File: config.mk
export PLATFORM = sky130hd
export DESIGN_NAME = axi_lite_master
export DESIGN_NICKNAME = d
export VERILOG_FILES = /design/src/rtl/axi_lite_pkg.sv /design/src/rtl/axi_lite_master.sv
export SDC_FILE = /design/constraint.sdc
export NUM_CORES = 1
export LEC_CHECK = 0
export BUFFER_PORTS_ARGS = -buffer_cell sky130_fd_sc_hd__buf_2
export CAP_MARGIN = 20
export CELL_PAD_IN_SITES_DETAIL_PLACEMENT = 0
export CELL_PAD_IN_SITES_GLOBAL_PLACEMENT = 2
export CORE_ASPECT_RATIO = 0.9
export CORE_MARGIN = 2
export CORE_UTILIZATION = 25
export CTS_CLUSTER_SIZE = 30
export DETAILED_ROUTE_END_ITERATION = 16
export PLACE_DENSITY = 0.73
export SYNTH_ARGS = -nofsm -noshare
export SYNTH_HDL_FRONTEND = slang
export SYNTH_SLANG_ARGS = --single-unit
File: constraint.sdc
create_clock -name ACLK -period 2 [get_ports ACLK]
set_input_delay 0.3 -clock ACLK [delete_from_list [all_inputs] [get_ports ACLK]]
set_output_delay 0.3 -clock ACLK [all_outputs]
set_load 0.005 [all_outputs]
File: src/rtl/axi_lite_pkg.sv
// Shared AXI4-Lite definitions: response codes, master state encoding, default widths.
package axi_lite_pkg;

  localparam int unsigned AXI_ADDR_W         = 32;
  localparam int unsigned AXI_DATA_W         = 32;
  localparam int unsigned AXI_TIMEOUT_CYCLES = 256;

  localparam logic [1:0] RESP_OKAY   = 2'b00;
  localparam logic [1:0] RESP_EXOKAY = 2'b01;
  localparam logic [1:0] RESP_SLVERR = 2'b10;
  localparam logic [1:0] RESP_DECERR = 2'b11;

  typedef enum logic [5:0] {
    ST_IDLE    = 6'b000001,
    ST_WR_REQ  = 6'b000010,
    ST_WR_RESP = 6'b000100,
    ST_RD_REQ  = 6'b001000,
    ST_RD_DATA = 6'b010000,
    ST_RSP     = 6'b100000
  } state_e;

endpackage

File: src/rtl/axi_lite_master.sv
// Single-outstanding AXI4-Lite initiator: command/response port to AW/W/B or AR/R.
// Optional transaction timeout enabled by defining AXI_LITE_MASTER_TIMEOUT_EN.
module axi_lite_master
  import axi_lite_pkg::*;
#(
  parameter int unsigned ADDR_W         = AXI_ADDR_W,
  parameter int unsigned DATA_W         = AXI_DATA_W,
  parameter int unsigned TIMEOUT_CYCLES = AXI_TIMEOUT_CYCLES
) (
  input  logic                ACLK,
  input  logic                ARESET,
  input  logic                cmd_valid,
  output logic                cmd_ready,
  input  logic                cmd_write,
  input  logic [ADDR_W-1:0]   cmd_addr,
  input  logic [DATA_W-1:0]   cmd_wdata,
  input  logic [DATA_W/8-1:0] cmd_wstrb,
  output logic                rsp_valid,
  input  logic                rsp_ready,
  output logic [DATA_W-1:0]   rsp_rdata,
  output logic [1:0]          rsp_resp,
  output logic                rsp_timeout,
  output logic [ADDR_W-1:0]   AWADDR,
  output logic                AWVALID,
  input  logic                AWREADY,
  output logic [DATA_W-1:0]   WDATA,
  output logic [DATA_W/8-1:0] WSTRB,
  output logic                WVALID,
  input  logic                WREADY,
  input  logic [1:0]          BRESP,
  input  logic                BVALID,
  output logic                BREADY,
  output logic [ADDR_W-1:0]   ARADDR,
  output logic                ARVALID,
  input  logic                ARREADY,
  input  logic [DATA_W-1:0]   RDATA,
  input  logic [1:0]          RRESP,
  input  logic                RVALID,
  output logic                RREADY
);

  if (TIMEOUT_CYCLES < 2) begin : g_bad_timeout
    $error("TIMEOUT_CYCLES must be at least 2");
  end

  state_e              state_q, state_n;
  logic                cmd_ready_q, cmd_ready_n;
  logic                aw_valid_q, aw_valid_n, w_valid_q, w_valid_n;
  logic                aw_done_q, aw_done_n, w_done_q, w_done_n;
  logic                b_ready_q, b_ready_n, ar_valid_q, ar_valid_n, r_ready_q, r_ready_n;
  logic                rsp_valid_q, rsp_valid_n;
  logic [ADDR_W-1:0]   addr_q, addr_n;
  logic [DATA_W-1:0]   wdata_q, wdata_n, rdata_q, rdata_n;
  logic [DATA_W/8-1:0] wstrb_q, wstrb_n;
  logic [1:0]          resp_q, resp_n;
  logic                accept;

`ifdef AXI_LITE_MASTER_TIMEOUT_EN
  localparam int unsigned      CNT_W   = $clog2(TIMEOUT_CYCLES);
  localparam logic [CNT_W-1:0] CNT_MAX = CNT_W'(TIMEOUT_CYCLES - 1);
  logic [CNT_W-1:0] cnt_q, cnt_n;
  logic             timeout_q, timeout_n;
  logic             busy;
`endif

  assign accept = (state_q == ST_IDLE) && cmd_ready_q && cmd_valid;

  always_comb begin
    state_n     = state_q;
    cmd_ready_n = cmd_ready_q;
    aw_valid_n  = aw_valid_q;
    w_valid_n   = w_valid_q;
    aw_done_n   = aw_done_q;
    w_done_n    = w_done_q;
    b_ready_n   = b_ready_q;
    ar_valid_n  = ar_valid_q;
    r_ready_n   = r_ready_q;
    rsp_valid_n = rsp_valid_q;
    addr_n      = addr_q;
    wdata_n     = wdata_q;
    wstrb_n     = wstrb_q;
    rdata_n     = rdata_q;
    resp_n      = resp_q;
    unique case (state_q)
      ST_IDLE: begin
        cmd_ready_n = 1'b1;
        if (accept) begin
          cmd_ready_n = 1'b0;
          addr_n      = cmd_addr;
          wdata_n     = cmd_wdata;
          wstrb_n     = cmd_wstrb;
          if (cmd_write) begin
            state_n    = ST_WR_REQ;
            aw_valid_n = 1'b1;
            w_valid_n  = 1'b1;
            aw_done_n  = 1'b0;
            w_done_n   = 1'b0;
          end else begin
            state_n    = ST_RD_REQ;
            ar_valid_n = 1'b1;
          end
        end
      end
      ST_WR_REQ: begin
        // AW and W retire independently; both flags must be set before B.
        if (aw_valid_q && AWREADY) begin
          aw_valid_n = 1'b0;
          aw_done_n  = 1'b1;
        end
        if (w_valid_q && WREADY) begin
          w_valid_n = 1'b0;
          w_done_n  = 1'b1;
        end
        if (aw_done_n && w_done_n) begin
          state_n   = ST_WR_RESP;
          b_ready_n = 1'b1;
        end
      end
      ST_WR_RESP: begin
        if (b_ready_q && BVALID) begin
          b_ready_n   = 1'b0;
          resp_n      = BRESP;
          rdata_n     = '0;
          rsp_valid_n = 1'b1;
          state_n     = ST_RSP;
        end
      end
      ST_RD_REQ: begin
        if (ar_valid_q && ARREADY) begin
          ar_valid_n = 1'b0;
          r_ready_n  = 1'b1;
          state_n    = ST_RD_DATA;
        end
      end
      ST_RD_DATA: begin
        if (r_ready_q && RVALID) begin
          r_ready_n   = 1'b0;
          resp_n      = RRESP;
          rdata_n     = RDATA;
          rsp_valid_n = 1'b1;
          state_n     = ST_RSP;
        end
      end
      ST_RSP: begin
        if (rsp_ready) begin
          rsp_valid_n = 1'b0;
          cmd_ready_n = 1'b1;
          state_n     = ST_IDLE;
        end
      end
      default: state_n = ST_IDLE;
    endcase

`ifdef AXI_LITE_MASTER_TIMEOUT_EN
    busy      = (state_q == ST_WR_REQ) || (state_q == ST_WR_RESP) ||
                (state_q == ST_RD_REQ) || (state_q == ST_RD_DATA);
    cnt_n     = cnt_q;
    timeout_n = timeout_q;
    if (accept) begin
      cnt_n     = '0;
      timeout_n = 1'b0;
    end else if (busy) begin
      cnt_n = cnt_q + 1'b1;
    end
    // Abort overrides whatever handshake the case above would have taken.
    if (busy && (cnt_q == CNT_MAX)) begin
      aw_valid_n  = 1'b0;
      w_valid_n   = 1'b0;
      b_ready_n   = 1'b0;
      ar_valid_n  = 1'b0;
      r_ready_n   = 1'b0;
      aw_done_n   = 1'b0;
      w_done_n    = 1'b0;
      resp_n      = RESP_SLVERR;
      rdata_n     = '0;
      rsp_valid_n = 1'b1;
      timeout_n   = 1'b1;
      state_n     = ST_RSP;
    end
`endif
  end

  always_ff @(posedge ACLK or negedge ARESET) begin
    if (!ARESET) begin
      state_q     <= ST_IDLE;
      cmd_ready_q <= 1'b0;
      aw_valid_q  <= 1'b0;
      w_valid_q   <= 1'b0;
      aw_done_q   <= 1'b0;
      w_done_q    <= 1'b0;
      b_ready_q   <= 1'b0;
      ar_valid_q  <= 1'b0;
      r_ready_q   <= 1'b0;
      rsp_valid_q <= 1'b0;
      addr_q      <= '0;
      wdata_q     <= '0;
      wstrb_q     <= '0;
      rdata_q     <= '0;
      resp_q      <= '0;
    end else begin
      state_q     <= state_n;
      cmd_ready_q <= cmd_ready_n;
      aw_valid_q  <= aw_valid_n;
      w_valid_q   <= w_valid_n;
      aw_done_q   <= aw_done_n;
      w_done_q    <= w_done_n;
      b_ready_q   <= b_ready_n;
      ar_valid_q  <= ar_valid_n;
      r_ready_q   <= r_ready_n;
      rsp_valid_q <= rsp_valid_n;
      addr_q      <= addr_n;
      wdata_q     <= wdata_n;
      wstrb_q     <= wstrb_n;
      rdata_q     <= rdata_n;
      resp_q      <= resp_n;
    end
  end

`ifdef AXI_LITE_MASTER_TIMEOUT_EN
  always_ff @(posedge ACLK or negedge ARESET) begin
    if (!ARESET) begin
      cnt_q     <= '0;
      timeout_q <= 1'b0;
    end else begin
      cnt_q     <= cnt_n;
      timeout_q <= timeout_n;
    end
  end
  assign rsp_timeout = timeout_q;
`else
  assign rsp_timeout = 1'b0;
`endif

  assign cmd_ready = cmd_ready_q;
  assign rsp_valid = rsp_valid_q;
  assign rsp_rdata = rdata_q;
  assign rsp_resp  = resp_q;
  assign AWADDR    = addr_q;
  assign AWVALID   = aw_valid_q;
  assign WDATA     = wdata_q;
  assign WSTRB     = wstrb_q;
  assign WVALID    = w_valid_q;
  assign BREADY    = b_ready_q;
  assign ARADDR    = addr_q;
  assign ARVALID   = ar_valid_q;
  assign RREADY    = r_ready_q;

endmodule
==> run summary <==
Before antenna repair, the detailed router went through 4 iterations. Flop and latch count out of synthesis: 117. After Yosys synthesis, and, or, nand and nor cells account for 4.673% of the synthesized area.

The logs give 844 for the filler-free cell count of the finished design and 40 for the number of distinct standard cells referenced by the synthesized netlist. The post-route netlist has 65.94% of its cells at a drive strength greater than 1. TritonCTS built the clock tree.

Buffers inserted during clock tree synthesis total 17. The cell type with the largest total area after synthesis is sky130_fd_sc_hd__dfrtp_1. The tools report the largest net degree at the start of global routing as 62. The placeable core region is 0.01852 sq mm, and the xor-xnor portion of the synthesized cell area is 0%.

The slowest library cell on the worst path is sky130_fd_sc_hd__or4_4. In this run the mean area of a mapped cell was 14.40 sq um. The final layout contains 700 nets. In this run the worst hold path is classified as in -> reg.

After clock tree synthesis, the clock-pin slew on the worst setup and hold paths is 60 ps. The routed design could run at a clock period as short as 1974 ps. Detailed placement ended at an HPWL of 9808 microns. The via count of the first global-routing pass is 3792, and the endpoint required time on the critical path is 2340 ps. For the fill cell total of the finished layout, the log shows 1842.

Once layout is done, the placed cells without fillers occupy 0.006994 sq mm. The root buffer cell chosen for the clock tree is sky130_fd_sc_hd__clkbuf_16. Along the worst path, the maximum fanout reaches 19.

Counting flops with an async set or reset pin after synthesis yields a share of 100.0%. After synthesis, the largest family of logic cells by area is multiplexers. Setup total negative slack on the finished layout was measured at 0 ps. Across the run, the number of max-cap violations was 0. For this design the ratio of total power to cell area is 1599 mW/mm^2. The height of the die was 135.0 microns. At the later pin of the worst-skew pair, clock insertion delay measures 410 ps. Once the floorplan was initialized, standard cells occupied 25.73% of the core. The count of nets left with antenna violations once routing finished came out at 0.

By area the synthesized netlist is led by sky130_fd_sc_hd__dfrtp_1, sky130_fd_sc_hd__mux2_2, sky130_fd_sc_hd__a22o_1. Summing internal, switching and leakage power gives 0.01118 W. The post-synthesis cell count was 331; the achievable frequency was 506.6 MHz. The count of buffers added on input and output ports is 254. The tools report the cell count after placement as 809.

In the routed layout, each cell is associated on average with a via count of 4.346. Summing over every cut layer, the via total after detailed routing is 3668. Number of pins with negative max-slew slack in the final report: 0.

The share of synthesized area in the top cell type comes to 60.91%. The number of top-level design ports was 256; the buffering stage count on the worst path with inverters included was 1. The post-synthesis cell area is 0.004766 sq mm. The first global-routing pass estimated 19600 microns of wire.

Data on the critical path arrives at its endpoint at 2310 ps. The critical path is of the reg -> reg type. For the cell leakage power, the log shows 3.532 nW. The repair_antennas step left the layout with diodes totalling 0. The worst setup path is launched from a register. The tightest hold path in the finished design has a slack of 105.8 ps. The worst setup path is captured at a register. Summing all placed instances gives a cell area of 0.006241 sq mm. For the final count of negative-setup-slack endpoints, the log shows 0. The routing usage on met2 came out at 22.09%. After the first detailed-routing iteration, the DRC count stood at 99.

Yosys instantiated no cell more often than sky130_fd_sc_hd__dfrtp_1. IR analysis of the VDD net gives a maximum drop of 0.0005074 V. After synthesis, the share of cell area in mux cells is 16.49%. The logs give 0 for the initial antenna violation count and 47 for the number of cell rows. The total wire length after detailed routing was 13080 microns; the share of the yosys chip area belonging to registers was 61.46%. The total congestion overflow after global routing came out at 0. Setup repair after global routing could not meet its margin everywhere.

The setup clock skew after layout is 13.88 ps, and the synthesis warning total is 0. The number of enable flip-flop cells after synthesis was 0; the net count of the mapped netlist was 445. Measured along the x axis, the die boundary spans 149.5 microns.

In this design, the largest share of critical-path delay is due to simple AND/OR/NAND/NOR gates. The part of the cycle the worst path needs was 98.69%; the met1 capacity usage during global routing was 13.94%. For this run, the slowest stage of the critical path takes 580 ps. The logs give 12.61% for the total global-route track usage and 2 for the maximum number of buffers from clock root to sink. After synthesis, the most frequently instantiated cells are sky130_fd_sc_hd__dfrtp_1, sky130_fd_sc_hd__mux2_2, sky130_fd_sc_hd__buf_4.

In the final routed layout, each cell accounts on average for 15.49 microns. At the end of routability-driven placement, the weighted congestion stood at 0.7616. The most congested layer reported by global routing was met2. The number of failing hold endpoints at the final stage was 0; the compound-gate portion of the synthesized area was 9.005%. The routing usage on met3 is 4.730%. The clock net in this run drives a total of 117 sinks. The run gives 0 as the DRC violations left.

Walking the worst path, the cells encountered are or4_4 -> or3b_4 -> nand3_4 -> clkbuf_16 -> a22o_1. After Yosys synthesis, full adders, half adders and majority gates account for 0% of the synthesized area. The die covers 0.02019 sq mm.

The growth of design area from synthesis to finish was 46.76%. The most used flip-flop cell after synthesis is sky130_fd_sc_hd__dfrtp_1. The run finished with clean final reports. In this run the number of H-tree levels came out at 4.
## timing repair
action | 4_1_cts | 5_1_grt
endpoints found under the setup margin | 31 | 103
endpoints found under the hold margin | 24 | 0
hold buffers | 1 | 0
gates cloned | 0 | 1
setup buffers | 0 | 1
gates resized for setup | 2 | 5
pin swaps | 0 | 7
## cells by family after synthesis
family	count (synthesis)
DFF	117
muxes	70
AOI/OAI and AO/OA	53
buffers and inverters	51
and+or+nand+nor	39
other	1
## worst reg2reg max path, delay by kind of cell, from the launching register on
family	cells	cell delay (ps)
buffers and inverters	1	190
and+or+nand+nor	3	1150
AOI/OAI and AO/OA	1	160
DFF	1	400
## power by group
part           internal [W]  switching, W
combinational       0.00221       0.00155
sequential          0.00335      0.000588
clock               0.00240       0.00109
total               0.00795       0.00323
## cells in the final DEF, fill, tap and decap left out, types with 3 or more instances in the layout
cell type,instances
sky130_fd_sc_hd__mux2_2,68
sky130_fd_sc_hd__buf_4,24
sky130_fd_sc_hd__buf_12,5
sky130_fd_sc_hd__nor2_1,6
sky130_fd_sc_hd__buf_2,253
sky130_fd_sc_hd__clkinvlp_4,5
sky130_fd_sc_hd__nand2_1,11
sky130_fd_sc_hd__o21ai_0,3
sky130_fd_sc_hd__nand3b_1,3
sky130_fd_sc_hd__a22o_1,32
sky130_fd_sc_hd__bufinv_16,6
sky130_fd_sc_hd__clkbuf_16,18
sky130_fd_sc_hd__dfrtp_1,116
sky130_fd_sc_hd__a21oi_1,4
sky130_fd_sc_hd__inv_1,3
## worst paths after layout
path                             from            end  slack [ps]  cells after the start
min reg2reg                 rsp_valid      rsp_valid         480                      2
max in group asynchronous      ARESET     ARADDR[19]         990                      3
max                        state_q[1]  rsp_rdata[21]          30                      5
max reg2reg                state_q[1]  rsp_rdata[21]          30                      5
min in group asynchronous      ARESET         BREADY         360                      2
min                         RDATA[15]  rsp_rdata[15]         110                      2
## through the flow
stage / worst slack [ps] / utilization, %
CTS: 10.60 / 37.46
detailed placement: -10.66 / 33.69
global route: -73.86 / 37.76
floorplan: 10.73 / -
global placement: 42.19 / 33.69
finish: 26.20 / 37.76
## layout make-up
cell class / instances / area (sq um) / area share, %
Timing Repair Buffer: 284 / 1582 / 22.61
Clock inverter: 13 / 227.7 / 3.256
Inverter: 3 / 11.26 / 0.1610
Clock buffer: 19 / 452.9 / 6.476
Multi-Input combinational cell: 163 / 1485 / 21.23
Tap cell: 245 / 306.5 / 4.383
Sequential cell: 117 / 2929 / 41.88
## routing by layer
metal | wire length (microns) | up-vias
met5 | 0 | -
met4 | 251 | 0
met3 | 837 | 19
met2 | 6964 | 143
met1 | 5022 | 1830
li1 | - | 1676
## sequential cells by signal, summed over array words and instances, names as in the netlist, 2 cells and up
name	flops
ARADDR	32
WDATA	32
WSTRB	4
rsp_rdata	32
rsp_resp	2
state_q	6
No activity file was read; power rests on OpenSTA's default activity.
